--- config.mk ---
export PLATFORM = sky130hd
export DESIGN_NAME = regfile_rd
export DESIGN_NICKNAME = d
export VERILOG_FILES = /design/src/rtl/regfile_rd_pkg.sv /design/src/rtl/regfile_rd_dump.sv /design/src/rtl/regfile_rd.sv
export SDC_FILE = /design/constraint.sdc
export NUM_CORES = 2
export LEC_CHECK = 0
export CORE_MARGIN = 5
export CORE_UTILIZATION = 55
export CTS_CLUSTER_DIAMETER = 30
export DETAILED_ROUTE_END_ITERATION = 10
export GPL_TIMING_DRIVEN = 0
export PLACE_DENSITY = 0.72
export SYNTH_ARGS = -nofsm -noshare
export SYNTH_HDL_FRONTEND = slang
export SYNTH_HIERARCHICAL = 1
export SYNTH_SLANG_ARGS = --single-unit
--- constraint.sdc ---
create_clock -name clk -period 9.29 [get_ports clk]
set_clock_uncertainty 0.05 [all_clocks]
set_input_delay 1.3935 -clock clk [delete_from_list [all_inputs] [get_ports clk]]
set_output_delay 1.3935 -clock clk [all_outputs]
set_load 0.01 [all_outputs]
--- src/rtl/regfile_rd_pkg.sv ---
// Shared defaults and dump-FSM state encoding for the regfile_rd slice.
package regfile_rd_pkg;

  localparam int XLEN_DEF = 32;
  localparam int NREG_DEF = 32;
  localparam int AW_DEF   = $clog2(NREG_DEF);

  typedef enum logic {
    IDLE = 1'b0,
    SEND = 1'b1
  } dump_state_t;

endpackage

--- src/rtl/regfile_rd_dump.sv ---
// Dump sequencer: streams registers 0..NREG-1 as idx/data beats. Snapshot is
// registered with the index; beats hold stable while dump_ready is low.
module regfile_rd_dump
  import regfile_rd_pkg::*;
#(
  parameter int XLEN = XLEN_DEF,
  parameter int NREG = NREG_DEF,
  parameter int AW   = $clog2(NREG)
) (
  input  logic            clk,
  input  logic            rst_n,
  input  logic            dump_start,
  input  logic            dump_ready,
  input  logic [XLEN-1:0] snap_data,
  output logic [AW-1:0]   snap_addr,
  output logic            dump_busy,
  output logic            dump_valid,
  output logic [AW-1:0]   dump_idx,
  output logic [XLEN-1:0] dump_data
);

  localparam logic [AW-1:0] LAST_IDX = AW'(NREG - 1);

  dump_state_t     state, state_nxt;
  logic [AW-1:0]   idx_nxt;
  logic            load;

  always_ff @(posedge clk or negedge rst_n) begin
    if (!rst_n) begin
      state     <= IDLE;
      dump_idx  <= '0;
      dump_data <= '0;
    end else begin
      state    <= state_nxt;
      dump_idx <= idx_nxt;
      if (load) dump_data <= snap_data;
    end
  end

  always_comb begin
    state_nxt  = state;
    idx_nxt    = dump_idx;
    load       = 1'b0;
    dump_valid = 1'b0;
    dump_busy  = 1'b0;
    case (state)
      IDLE: begin
        if (dump_start) begin
          state_nxt = SEND;
          idx_nxt   = '0;
          load      = 1'b1;
        end
      end
      SEND: begin
        dump_valid = 1'b1;
        dump_busy  = 1'b1;
        if (dump_ready) begin
          if (dump_idx == LAST_IDX) begin
            state_nxt = IDLE;
          end else begin
            idx_nxt = dump_idx + AW'(1);
            load    = 1'b1;
          end
        end
      end
      default: state_nxt = IDLE;
    endcase
  end

  // The top resolves the post-edge value of the index about to be loaded.
  assign snap_addr = idx_nxt;

endmodule

--- src/rtl/regfile_rd.sv ---
// Register file: 1 write port, 2 zero-latency read ports, x0 hardwired to 0, plus dump stream.
// Optional write-first read bypass under REGFILE_RD_BYPASS_EN; dump beats stall on dump_ready.
module regfile_rd
  import regfile_rd_pkg::*;
#(
  parameter int XLEN = XLEN_DEF,
  parameter int NREG = NREG_DEF,
  localparam int AW  = $clog2(NREG)
) (
  input  logic            clk,
  input  logic            rst_n,
  input  logic            we,
  input  logic [AW-1:0]   waddr,
  input  logic [XLEN-1:0] wdata,
  input  logic [AW-1:0]   raddr1,
  input  logic [AW-1:0]   raddr2,
  output logic [XLEN-1:0] rdata1,
  output logic [XLEN-1:0] rdata2,
  input  logic            dump_start,
  output logic            dump_busy,
  output logic            dump_valid,
  input  logic            dump_ready,
  output logic [AW-1:0]   dump_idx,
  output logic [XLEN-1:0] dump_data
);

  logic [XLEN-1:0] mem [NREG];
  logic            wr_en;
  logic [AW-1:0]   snap_addr;
  logic [XLEN-1:0] snap_data;

  assign wr_en = we && (waddr != '0);

  // Entry 0 is never written, so it stays at its reset value of zero.
  always_ff @(posedge clk or negedge rst_n) begin
    if (!rst_n) begin
      for (int i = 0; i < NREG; i++) mem[i] <= '0;
    end else if (wr_en) begin
      mem[waddr] <= wdata;
    end
  end

  always_comb begin
    rdata1 = (raddr1 == '0) ? '0 : mem[raddr1];
    rdata2 = (raddr2 == '0) ? '0 : mem[raddr2];
`ifdef REGFILE_RD_BYPASS_EN
    if (wr_en && (waddr == raddr1)) rdata1 = wdata;
    if (wr_en && (waddr == raddr2)) rdata2 = wdata;
`endif
  end

  // Snapshot source is the value the addressed register holds after this edge.
  assign snap_data = (snap_addr == '0)               ? '0    :
                     (wr_en && (waddr == snap_addr)) ? wdata :
                                                       mem[snap_addr];

  regfile_rd_dump #(
    .XLEN (XLEN),
    .NREG (NREG),
    .AW   (AW)
  ) u_dump (
    .clk        (clk),
    .rst_n      (rst_n),
    .dump_start (dump_start),
    .dump_ready (dump_ready),
    .snap_data  (snap_data),
    .snap_addr  (snap_addr),
    .dump_busy  (dump_busy),
    .dump_valid (dump_valid),
    .dump_idx   (dump_idx),
    .dump_data  (dump_data)
  );

endmodule

==> impl_metrics.py <==
metrics = {
    "run_status": {
        "outcome": "complete, but fails checks",
        "violations": "DRC, capacitance limit, slew limit",
    },
    "pwr": {
        "p_seq_share_pct": 26.9,
        "clock_power_share_pct": 39.6,
        "comb_power_share_pct": 33.5,
        "power.density_nw_per_um2": 310,
        "power_switching_mw": 8.60,
        "leakage_nw": 32.8,
        "p_int_mw": 15.5,
        "swShare_pct": 35.7,
        "vdd.ir_drop.worst_uv": 210,
    },
    "detailed_routing": {
        "vias": 49841,
        "dr.pass1.iters": 11,
        "wl_per_cell_um": 43.2,
        "drt_iter0_drc": 8815,
        "viasPerCell": 7.75,
        "drt_wl_total_um": 277000,
        "ant_nets": 0,
        "drc": 1,
    },
    "die": {
        "io_pins": 155,
        "start_util_pct": 55.2,
        "die_h_um": 353,
        "die_area_um2": 125000,
        "core_um2": 118000,
        "fp-row-count": 126,
        "die_w_um": 353,
    },
    "yosys": {
        "synth_top_area_share_pct": 41.0,
        "synth_edf_count": 0,
        "synth_compound_area_share_pct": 3.15,
        "synth_seq_cells": 1062,
        "syn_nets": 4291,
        "yosys_warnings": 6,
        "synth-simple-area-share_pct": 1.99,
        "muxShareOfSynthArea_pct": 49.2,
        "synthCells": 4238,
        "async_flop_share_pct": 100,
        "syn_avg_cell_area_um2": 15.3,
        "synth_fa_ha_area_share_pct": 0.0193,
        "netlist_area_um2": 64900,
        "synth_seq_area_share_pct": 41.0,
        "yosys-top-cells-area": "dfrtp_1, mux4_2, mux2_2",
        "synth_area_leader_cell": "dfrtp_1",
        "synth_cell_type_count": 68,
        "synth_top_family_by_area": "multiplexers",
        "synthFlopType": "dfrtp_1",
        "synthXorXnorAreaFrac_pct": 0.0675,
    },
    "grt": {
        "grt.total_usage_pct": 44.2,
        "first_global_vias": 48788,
        "antenna_found_initial": 20,
        "grt_pass1_wl_um": 382000,
        "grt-ovfl-total": 0,
        "grt_max_degree": 177,
    },
    "worst_setup_path": {
        "cp.required_ns": 10.02,
        "path_class": "input port to flop",
        "arrival_ns": 8.19,
        "r2r_slack_ns": 2.40,
        "cp_max_fo": 11,
        "crit_path_end_kind": "flop",
        "startpoint_type": "input port",
    },
    "cts": {
        "htreeDepth": 5,
        "cts_resized": 0,
        "hold_buffers": 0,
        "post-cts-setup-buffers": 0,
        "cts_tree": "built",
        "worstSkewPairLatency_ns": 0.90,
        "cts_made_buffers": 279,
        "root_buffer": "clkbuf_16",
        "cts_buffer_depth": 4,
        "clock_sinks": 1062,
        "path_clk_slew_ns": 0.05,
    },
    "timing": {
        "slew_headroom_pct": -7.66,
        "finalHoldViolCount": 0,
        "fmax_ghz": 0.134,
        "post-route-min-period_ns": 7.46,
        "post-route-period-util_pct": 80.3,
        "worst_pin_slew_ns": 1.61,
        "finalSetupViolations": 0,
        "drv_slew": 98,
        "fin_hold_ws_ns": 0.373,
        "rsz0062_at_grt": "no",
        "setup_tns_ns": 0,
    },
    "hold_path": {
        "min_path_type": "input port to asynchronous set/reset pin",
    },
    "placement": {
        "dp_hpwl_um": 191000,
        "gp_congestion": 1.09,
        "placement.io_buffers": 143,
    },
    "cells_and_area": {
        "final_layout_size_suffix_gt1_share_pct": 47.0,
        "area_delta_synth_final_pct": 19.7,
        "layout.nets": 4723,
    },
    "run": {
        "maxCapViolCount": 10,
    },
}
## worst paths after layout
check	depth (start not counted)	endpoint	startpoint
min in group clk	1	mem[1015]$_DFFE_PN0P_	mem[1015]$_DFFE_PN0P_
worst min-delay path	1	mem[26]$_DFFE_PN0P_	rst_n
max in group asynchronous	4	mem[871]$_DFFE_PN0P_	rst_n
worst max register to register	12	u_dump/dump_data[30]$_DFFE_PN0P_	u_dump/state$_DFF_PN0_
worst min register to register	1	mem[1015]$_DFFE_PN0P_	mem[1015]$_DFFE_PN0P_
worst max-delay path	13	u_dump/dump_data[30]$_DFFE_PN0P_	dump_ready
## through the flow
stage | power [mW] | utilization (%) | instance area, µm² | std cells | worst slack (ns)
after global placement | 13.8 | 58.0 | 68200 | 5917 | -41.83
final | 24.1 | 66.1 | 77700 | 6428 | 1.83
after global routing | 24.3 | 66.0 | 77700 | 6410 | 2.23
after floorplan | 10.6 | - | 64900 | 4238 | 4.72
after detailed placement | 13.9 | 58.2 | 68500 | 5925 | 1.81
after CTS | 23.4 | 66.0 | 77600 | 6405 | 2.54
## cell families (layout without fill, tap and decap cells)
family,after synthesis,count (layout)
other,0,23
flip-flops,1062,1062
XOR/XNOR,5,5
multiplexers,2023,2023
buffers and inverters,572,1203
AO/OA/AOI/OAI,292,292
AND/OR/NAND/NOR,283,283
adder cells (fa/ha/maj),1,1
## area by class of cell
| type | instances | area, µm² |
|---|---|---|
| Antenna cell | 23 | 57.6 |
| Clock buffer | 351 | 7730 |
| Fill cell | 8204 | 39900 |
| Buffer | 501 | 2720 |
| Inverter | 71 | 267 |
| Tap cell | 1536 | 1920 |
| Clock inverter | 129 | 1440 |
| Sequential cell | 1062 | 26600 |
| Multi-Input combinational cell | 2604 | 35400 |
| Timing Repair Buffer | 151 | 1630 |
## worst max-delay path, stage by stage
cell and delay, ns:
clkdlybuf4s50_1 0.54, and2_1 0.24, a21oi_1 0.09, a311oi_1 0.84
buf_2 0.34, buf_4 0.34, buf_4 0.53, buf_4 0.44
clkbuf_1 1.17, nor2_1 0.55, a221oi_1 0.79, a31oi_1 0.48
mux2_4 0.39
## synth_stat cells, drive strengths merged (4+ instances only)
library cell and instances:
a221oi 49, a31oi 9, a22oi 24, mux2 1030, and2 4, a22o 17, nand2 108, o41ai 4
buf 269, nor3 64, clkbuf 232, inv 71, mux4 821, nor2b 5, o211ai 6, mux2i 172
o21ai 109, nand3 5, o311ai 9, o22ai 10, a221o 4, xor2 4, a21oi 20, nand3b 5
nor2 65, a211oi 9, a2111oi 7, nand2b 5, dfrtp 1062, nor3b 5
## power groups by stage
stage	combinational, mW	sequential [mW]	clock, mW
floorplan	4.45	6.19	0
global placement	7.40	6.40	0
detailed placement	7.49	6.45	0
CTS	7.53	6.40	9.46
global route	8.01	6.56	9.75
finish	8.07	6.47	9.52
## registers in the layout, indices dropped and copies added (netlist names)
name,count
u_dump/state,1
mem,1024
u_dump/dump_idx,5
u_dump/dump_data,32
## layer usage
layer,vias to the layer above,GRT usage (%),wire [µm]
li1,17822,-,-
met1,25659,53.5,91200
met2,4969,57.3,109000
met3,1371,28.1,52200
met4,20,29.2,24600
met5,-,5.65,913
## layout by cell type (no fill, tap or decap), types with 65 or more instances in the layout
cell,instances
mux2_2,761
nand2_1,108
clkbuf_1,260
clkdlybuf4s50_1,142
nor2_1,65
o21ai_1,91
dfrtp_1,1062
clkbuf_16,285
mux4_2,815
mux2_1,240
buf_2,106
inv_1,70
mux2i_1,172
(Power assumes the default switching activity.)
